==> src/rtl/sync_fifo_flex.sv <==
// Single-clock register FIFO with standard (1-cycle registered) or FWFT read, count, thresholds, sticky errors, flush.
// Writes while full and reads while empty are dropped; the sticky error flags record these.
module sync_fifo_flex #(
    parameter int DATA_WIDTH = 8,
    parameter int ADDR_WIDTH = 4,
    parameter int FWFT       = 0
) (
    input  logic                  clk,
    input  logic                  rst,
    input  logic                  flush,
    input  logic                  wr_en,
    input  logic [DATA_WIDTH-1:0] data_in,
    input  logic                  rd_en,
    output logic [DATA_WIDTH-1:0] data_out,
    output logic                  rd_valid,
    output logic                  full,
    output logic                  empty,
    output logic                  almost_full,
    output logic                  almost_empty,
    input  logic [ADDR_WIDTH:0]   af_thresh,
    input  logic [ADDR_WIDTH:0]   ae_thresh,
    output logic [ADDR_WIDTH:0]   count,
    output logic                  overflow,
    output logic                  underflow,
    input  logic                  clr_err
);
    localparam int DEPTH = 2 ** ADDR_WIDTH;
    localparam logic [ADDR_WIDTH:0]   DEPTH_C = (ADDR_WIDTH+1)'(DEPTH);
    localparam logic [ADDR_WIDTH:0]   ONE_C   = (ADDR_WIDTH+1)'(1);
    localparam logic [ADDR_WIDTH-1:0] ONE_P   = ADDR_WIDTH'(1);

    logic [DATA_WIDTH-1:0] r_mem [DEPTH];
    logic [ADDR_WIDTH-1:0] r_wr_ptr;
    logic [ADDR_WIDTH-1:0] r_rd_ptr;
    logic [ADDR_WIDTH:0]   r_count;
    logic                  r_overflow;
    logic                  r_underflow;
    logic                  w_wr_acc;
    logic                  w_rd_acc;

    assign full         = (r_count == DEPTH_C);
    assign empty        = (r_count == '0);
    assign almost_full  = (r_count >= af_thresh);
    assign almost_empty = (r_count <= ae_thresh);
    assign count        = r_count;
    assign overflow     = r_overflow;
    assign underflow    = r_underflow;

    // flush wins over both requests, so nothing moves and no error is logged
    assign w_wr_acc = wr_en & ~full & ~flush;
    assign w_rd_acc = rd_en & ~empty & ~flush;

    always_ff @(posedge clk) begin
        if (w_wr_acc)
            r_mem[r_wr_ptr] <= data_in;
    end

    always_ff @(posedge clk or posedge rst) begin
        if (rst) begin
            r_wr_ptr <= '0;
            r_rd_ptr <= '0;
            r_count  <= '0;
        end else if (flush) begin
            r_wr_ptr <= '0;
            r_rd_ptr <= '0;
            r_count  <= '0;
        end else begin
            if (w_wr_acc)
                r_wr_ptr <= r_wr_ptr + ONE_P;
            if (w_rd_acc)
                r_rd_ptr <= r_rd_ptr + ONE_P;
            case ({w_wr_acc, w_rd_acc})
                2'b10:   r_count <= r_count + ONE_C;
                2'b01:   r_count <= r_count - ONE_C;
                default: r_count <= r_count;
            endcase
        end
    end

    // a new error event in the same cycle as clr_err keeps the flag set
    always_ff @(posedge clk or posedge rst) begin
        if (rst) begin
            r_overflow  <= 1'b0;
            r_underflow <= 1'b0;
        end else begin
            if (wr_en & full & ~flush)
                r_overflow <= 1'b1;
            else if (clr_err)
                r_overflow <= 1'b0;
            if (rd_en & empty & ~flush)
                r_underflow <= 1'b1;
            else if (clr_err)
                r_underflow <= 1'b0;
        end
    end

    generate
        if (FWFT != 0) begin : g_fwft
            assign data_out = r_mem[r_rd_ptr];
            assign rd_valid = ~empty;
        end else begin : g_std
            logic [DATA_WIDTH-1:0] r_data_out;
            logic                  r_rd_valid;

            always_ff @(posedge clk or posedge rst) begin
                if (rst) begin
                    r_data_out <= '0;
                    r_rd_valid <= 1'b0;
                end else if (flush) begin
                    r_rd_valid <= 1'b0;
                end else begin
                    r_rd_valid <= w_rd_acc;
                    if (w_rd_acc)
                        r_data_out <= r_mem[r_rd_ptr];
                end
            end

            assign data_out = r_data_out;
            assign rd_valid = r_rd_valid;
        end
    endgenerate
endmodule

==> config.mk <==
export PLATFORM = sky130hd
export DESIGN_NAME = sync_fifo_flex
export DESIGN_NICKNAME = d
export VERILOG_FILES = /design/src/rtl/sync_fifo_flex.sv
export SDC_FILE = /design/constraint.sdc
export NUM_CORES = 1
export LEC_CHECK = 0
export ABC_AREA = 1
export BUFFER_PORTS_ARGS = -buffer_cell sky130_fd_sc_hd__buf_4
export CORE_UTILIZATION = 40
export DETAILED_ROUTE_END_ITERATION = 12
export PLACE_DENSITY_LB_ADDON = 0.12
export SYNTH_ARGS = -nofsm -noshare
export SYNTH_HDL_FRONTEND = slang
export SYNTH_SLANG_ARGS = --single-unit
==> constraint.sdc <==
create_clock -name clk -period 2.2 [get_ports clk]
set_input_delay 0.33 -clock clk [delete_from_list [all_inputs] [get_ports clk]]
set_output_delay 0.33 -clock clk [all_outputs]
set_load 0.02 [all_outputs]
==> impl_metrics.ini, run 1 <==
[drt]
via_per_inst = 5.16
drtPass1Iterations = 5
drtIter0Drc = 406
drc = 0
ant_nets = 0
drt-total-wl_um = 16000
num_vias = 4530
detail_route.wl_per_cell_um = 18.3

[timing]
holdWs_ps = 86.9
fmax_ghz = 0.465
finClkSkew_ps = 6.10
finalMaxSlewViolations = 0
min_period_ps = 2150
setup_viol_count_final = 0
tightest_slew_ps = 839
timing.final.hold_violations = 0
slew_headroom = 0.440
fin_crit_sh = 0.977
rsz0062_at_grt = yes

[final_layout]
fin_util = 0.495
finish.instance_area_um2 = 7930
final_nets = 690
synthToLayoutAreaGrowth_pct = 20.2
drive_gt1_frac = 0.198
diodes = 0

[critical_path]
end_kind = output port
cpLargestDelayFamily = compound AO/OA/AOI/OAI gates
worstPathCellList = inv_4 -> ha_4 -> inv_2 -> nand2_2 -> a21oi_2 -> o21bai_1 -> a21oi_1 -> o21bai_1 -> buf_4
slowest_delay_ps = 420
critPathBufInv = 3
critPathLaunchType = flip-flop
critical_path.most_common_cell = o21bai_1
crit_required_ps = 1870
cp.arrival_ps = 1820
crit_path_max_fanout = 3
crit_path_top_delay_cell = dfrtp_2
critical_path_class = reg -> out

[synthesis]
ys_warn_count = 0
netlist.area_leader.share = 0.583
synth_top_area_cell = edfxtp_1
ys.flop_type = edfxtp_1
synth.distinct_cells = 28
yosysMostFrequentCell = edfxtp_1
syn_nets = 619
synthTopCellsByArea = edfxtp_1, dfrtp_1, nor2_1
synth_edf_count = 128
ys_seq_elements = 152
syn_inst = 578
async_reset_ff_frac = 0.158
netlist_area_um2 = 6590
ys_seq_area_frac = 0.674
syn_avg_cell_area_um2 = 11.4
yosys-top-cells-count = edfxtp_1, nor2_1, o21ai_0

[floorplan]
dieArea_um2 = 17000
floorplan.initialDensity = 0.412
core_um2 = 16000
die_x_um = 130
fp-row-count = 46
die-height_um = 130
boundaryPins = 44

[placement]
hpwl_um = 10200
place_area_um2 = 7330
routabilityCongestion = 0.861
portBuffers = 43

[status]
status = completed

[clock_tree]
clkSinkCount = 152
ctsHoldBuffers = 0
cts.path.max_buffers = 2
insertion_delay_ps = 420
cts_tree = done
path_clk_slew_ps = 60
h-tree-depth = 4
numCtsBuffers = 17
cts-root-buf = clkbuf_16

[power]
power_mw = 8.78
p_leak_nw = 3.02
power.density_nw_per_um2 = 1110
vdd_drop_max_mv = 0.621

[global_route]
grt_max_degree = 65
track_usage = 0.205
grt_pass1_wl_um = 25000
grt_overflow_total = 0
antenna_found_initial = 0
grt_pass1_vias = 4364

[worst_hold_path]
hold_class = in -> async

[run]
cap_violations = 0
-- sequential cells by signal, summed over array words and instances (netlist names) --
name and count:
count 5, overflow 1, data_out 8, rd_valid 1, underflow 1, r_rd_ptr 4
r_mem 128, r_wr_ptr 4
-- what timing repair did --
item / CTS / global route
setup endpoints to repair: 1 / 2
endpoints found under the hold margin: 0 / 0
buffers inserted: 1 / 2
gates resized for setup: 2 / 6
pin swaps: 0 / 5
gates cloned: 0 / 0
-- report_power, final --
group / internal, mW / total (mW) / switching, mW / leakage (nW)
clock: 1.66 / 2.76 / 1.10 / 0.273
combinational: 0.940 / 2.54 / 1.60 / 1.30
sequential: 3.31 / 3.48 / 0.169 / 1.45
total: 5.91 / 8.78 / 2.87 / 3.02
-- worst paths after layout --
| path | startpoint | endpoint | slack, ps | cells past startpoint |
|---|---|---|---|---|
| max in group asynchronous | rst | count[0] | 1510 | 3 |
| worst min register to register | underflow | underflow | 520 | 2 |
| worst max register to register | count[0] | count[4] | 170 | 15 |
| worst min-delay path | rst | count[3] | 90 | 2 |
| worst max-delay path | count[0] | almost_full | 50 | 9 |
| min in group clk | clr_err | underflow | 110 | 2 |
-- per-stage QoR --
stage / worst slack [ps] / cells / setup TNS (ps)
after CTS: 10.2 / 876 / 0
after global routing: -80.9 / 878 / -80.9
after floorplan: 322 / 578 / 0
after detailed placement: 245 / 843 / 0
after global placement: 285 / 843 / 0
final: 50.1 / 878 / 0
-- per-layer routing --
| layer | routed length [µm] | vias up | track usage |
|---|---|---|---|
| met5 | 0 | - | 0 |
| met4 | 149 | 0 | 0.0744 |
| met2 | 7900 | 100 | 0.334 |
| li1 | - | 2183 | - |
| met1 | 7380 | 2232 | 0.278 |
| met3 | 605 | 15 | 0.0366 |
-- cells by family after synthesis --
group	Yosys count	share of synthesized area
compound gates	139	0.121
fa+ha+maj	17	0.0323
buf+inv	69	0.0459
flops	152	0.674
simple gates	201	0.127
-- cell usage in the layout (no fill, tap or decap) --
cell | synthesis | layout
edfxtp_1 | 128 | 128
nor2_1 | 125 | 125
o21ai_0 | 83 | 83
buf_4 | 6 | 76
nand2_1 | 41 | 40
inv_1 | 36 | 33
o211ai_1 | 32 | 32
dfrtp_1 | 24 | 20
nand3_1 | 19 | 19
clkbuf_16 | 0 | 17
ha_1 | 17 | 16
a31oi_1 | 8 | 8
nand2_2 | 6 | 7
a21oi_1 | 7 | 6
inv_2 | 4 | 5
clkinv_2 | 0 | 5
clkbuf_1 | 9 | 5
o21ai_1 | 4 | 4
clkinv_1 | 2 | 4
dfrtp_2 | 0 | 4
nand3_2 | 3 | 3
o21bai_1 | 3 | 3
buf_12 | 0 | 3
nor2_2 | 2 | 2
nand2_4 | 2 | 2
nor3_1 | 2 | 2
bufinv_16 | 0 | 2
clkinv_4 | 0 | 2
inv_4 | 0 | 1
a21oi_2 | 0 | 1
a21o_1 | 1 | 1
o22ai_1 | 1 | 1
nand4_1 | 1 | 1
ha_4 | 0 | 1
-- layout make-up --
cell class,count,area (µm²)
Sequential cell,152,4450
Timing Repair Buffer,79,631
Inverter,42,160
Clock buffer,22,444
Multi-Input combinational cell,357,1870
Tap cell,216,270
Fill cell,1498,8070
Clock inverter,10,106
(Power assumes the default switching activity.)
==> inputs of run 2 (changes only) <==
--- a/config.mk
+++ b/config.mk
@@ -9,7 +9,7 @@
 export BUFFER_PORTS_ARGS = -buffer_cell sky130_fd_sc_hd__buf_4
 export CORE_UTILIZATION = 40
 export DETAILED_ROUTE_END_ITERATION = 12
-export PLACE_DENSITY_LB_ADDON = 0.12
+export PLACE_DENSITY_LB_ADDON = 0.25
 export SYNTH_ARGS = -nofsm -noshare
 export SYNTH_HDL_FRONTEND = slang
 export SYNTH_SLANG_ARGS = --single-unit
==> run 2 against run 1 <==
  * Core utilization decreased by 0.094 points
  * Flip-flop and latch count unchanged
  * Sequential share of layout area increased by 0.075 points
  * Global-route usage decreased by 1.7 points
  * Largest cell class unchanged
==> impl_metrics.ini, run 2 (synthesis results as in run 1) <==
[final_layout]
diodes = 0
multi_input_area_um2 = 1880
layout_commonest_cell = edfxtp_1
regMostFlops = r_mem
synthToLayoutAreaGrowth_pct = 20.0
largest_reg_flops = 128
drive_gt1_frac = 0.192
final_cell_mix = edfxtp_1, nor2_1, o21ai_0, buf_4, nand2_1
regArea_um2 = 4450
fillers = 1461
final_nets = 683

[worst_hold_path]
hp-start = clr_err
min_to = overflow
hold_class = in -> reg
holdPathStages = 2

[drt]
drc = 0
drtIter0Drc = 336
detail_route.wl_per_cell_um = 17.0
ant_nets = 0
num_vias = 4514
drt-total-wl_um = 14800
drtPass1Iterations = 6
via_per_inst = 5.18

[clock_tree]
cts-root-buf = clkbuf_16
clkSinkCount = 152
h-tree-depth = 4
numCtsBuffers = 17
path_clk_slew_ps = 60
cts.path.max_buffers = 2
cts_tree = done
insertion_delay_ps = 430

[global_route]
grt_max_degree = 67
grt_pass1_wl_um = 23200
grt_overflow_total = 0
grt_pass1_vias = 4394
antenna_found_initial = 0
track_usage = 0.188

[critical_path]
end_kind = output port
crit_required_ps = 1870
cp.arrival_ps = 1820
timing.rr.start = count[0]
worstReg2RegEnd = count[4]
rrSetupSlack_ps = 140
critical_path_class = reg -> out
critPathLaunchType = flip-flop
crit_path_max_fanout = 5
r2r_cells = 15

[timing]
fmax_ghz = 0.465
slew_headroom = 0.700
setup_tns_ps = 0
timing.final.hold_violations = 0
rsz0062_at_grt = yes
finalMaxSlewViolations = 0
fin_ws_ps = 50.5
min_period_ps = 2150
setup_viol_count_final = 0
finClkSkew_ps = 10.6
tightest_slew_ps = 448
fin_crit_sh = 0.977

[floorplan]
die_x_um = 130
core_um2 = 16000
boundaryPins = 44
die-height_um = 130
dieArea_um2 = 17000
fp-row-count = 46
floorplan.initialDensity = 0.412

[placement]
dp_slack_ps = 192
hpwl_um = 9600
portBuffers = 43
routabilityCongestion = 0.887

[run]
cap_violations = 0

[status]
status = completed

[power]
power.density_nw_per_um2 = 1120
vdd_drop_max_mv = 0.568
p_leak_nw = 2.99
[run 2: cell types whose count changed in the layout (fill, tap and decap cells not counted), sizes merged]
| cell | change |
|---|---|
| dlygate4sd3 | +1 |
| bufinv | -1 |
| clkbuf | -2 |
| buf | -8 |
| clkinv | -8 |
| clkinvlp | +2 |
| inv | +9 |
[run 2: final cells by class]
cell class	instances	share of cell area
Sequential cell	152	0.562
Tap cell	216	0.0342
Inverter	42	0.0202
Timing Repair Buffer	72	0.0734
Clock inverter	12	0.0163
Multi-Input combinational cell	357	0.237
Clock buffer	20	0.0565
[run 2: routing by layer]
metal	routed length, µm	share of wire	global-route usage
met5	0	0	0
met4	204	0.014	0.0771
met3	711	0.048	0.0517
met2	7140	0.48	0.299
met1	6780	0.46	0.245
[run 2: per-stage QoR]
step	util	instance area [µm²]	power (mW)	hold WS [ps]	cells
final	0.494	7910	8.85	118	871
after global routing	0.494	7910	9.34	120	871
after CTS	0.490	7850	8.80	105	867
after detailed placement	0.454	7260	5.98	404	834
after global placement	0.454	7260	5.92	401	834
after floorplan	-	6590	5.13	345	578
[run 2: report_power, final]
part	switching (mW)	total, mW	internal (mW)
Sequential	0.169	3.47	3.30
Combinational	1.64	2.56	0.920
Clock	1.19	2.81	1.62
[run 2: critical path: stages, from the launching register on]
cell and delay, ps:
dfrtp_2 450, inv_4 90, ha_4 190, inv_2 40, nand2_2 40, a21oi_2 120, o21bai_1 90, a21oi_1 150
o21bai_1 70, buf_4 160
[run 2: repair_timing]
action                                  4_1_cts  5_1_grt
setup buffers                                 0        4
pin swaps                                     0        3
hold buffers                                  1        0
cloned                                        0        0
gates resized for setup                       2        7
endpoints found under the setup margin        1        3
endpoints found under the hold margin        24        0
[run 2: worst max path at each step]
stage | start | to | cells past startpoint
floorplan | count[1] | count[4] | 14
global placement | count[1] | count[4] | 14
detailed placement | count[1] | count[4] | 14
CTS | count[0] | almost_full | 9
global route | count[0] | almost_full | 9
finish | count[0] | almost_full | 9
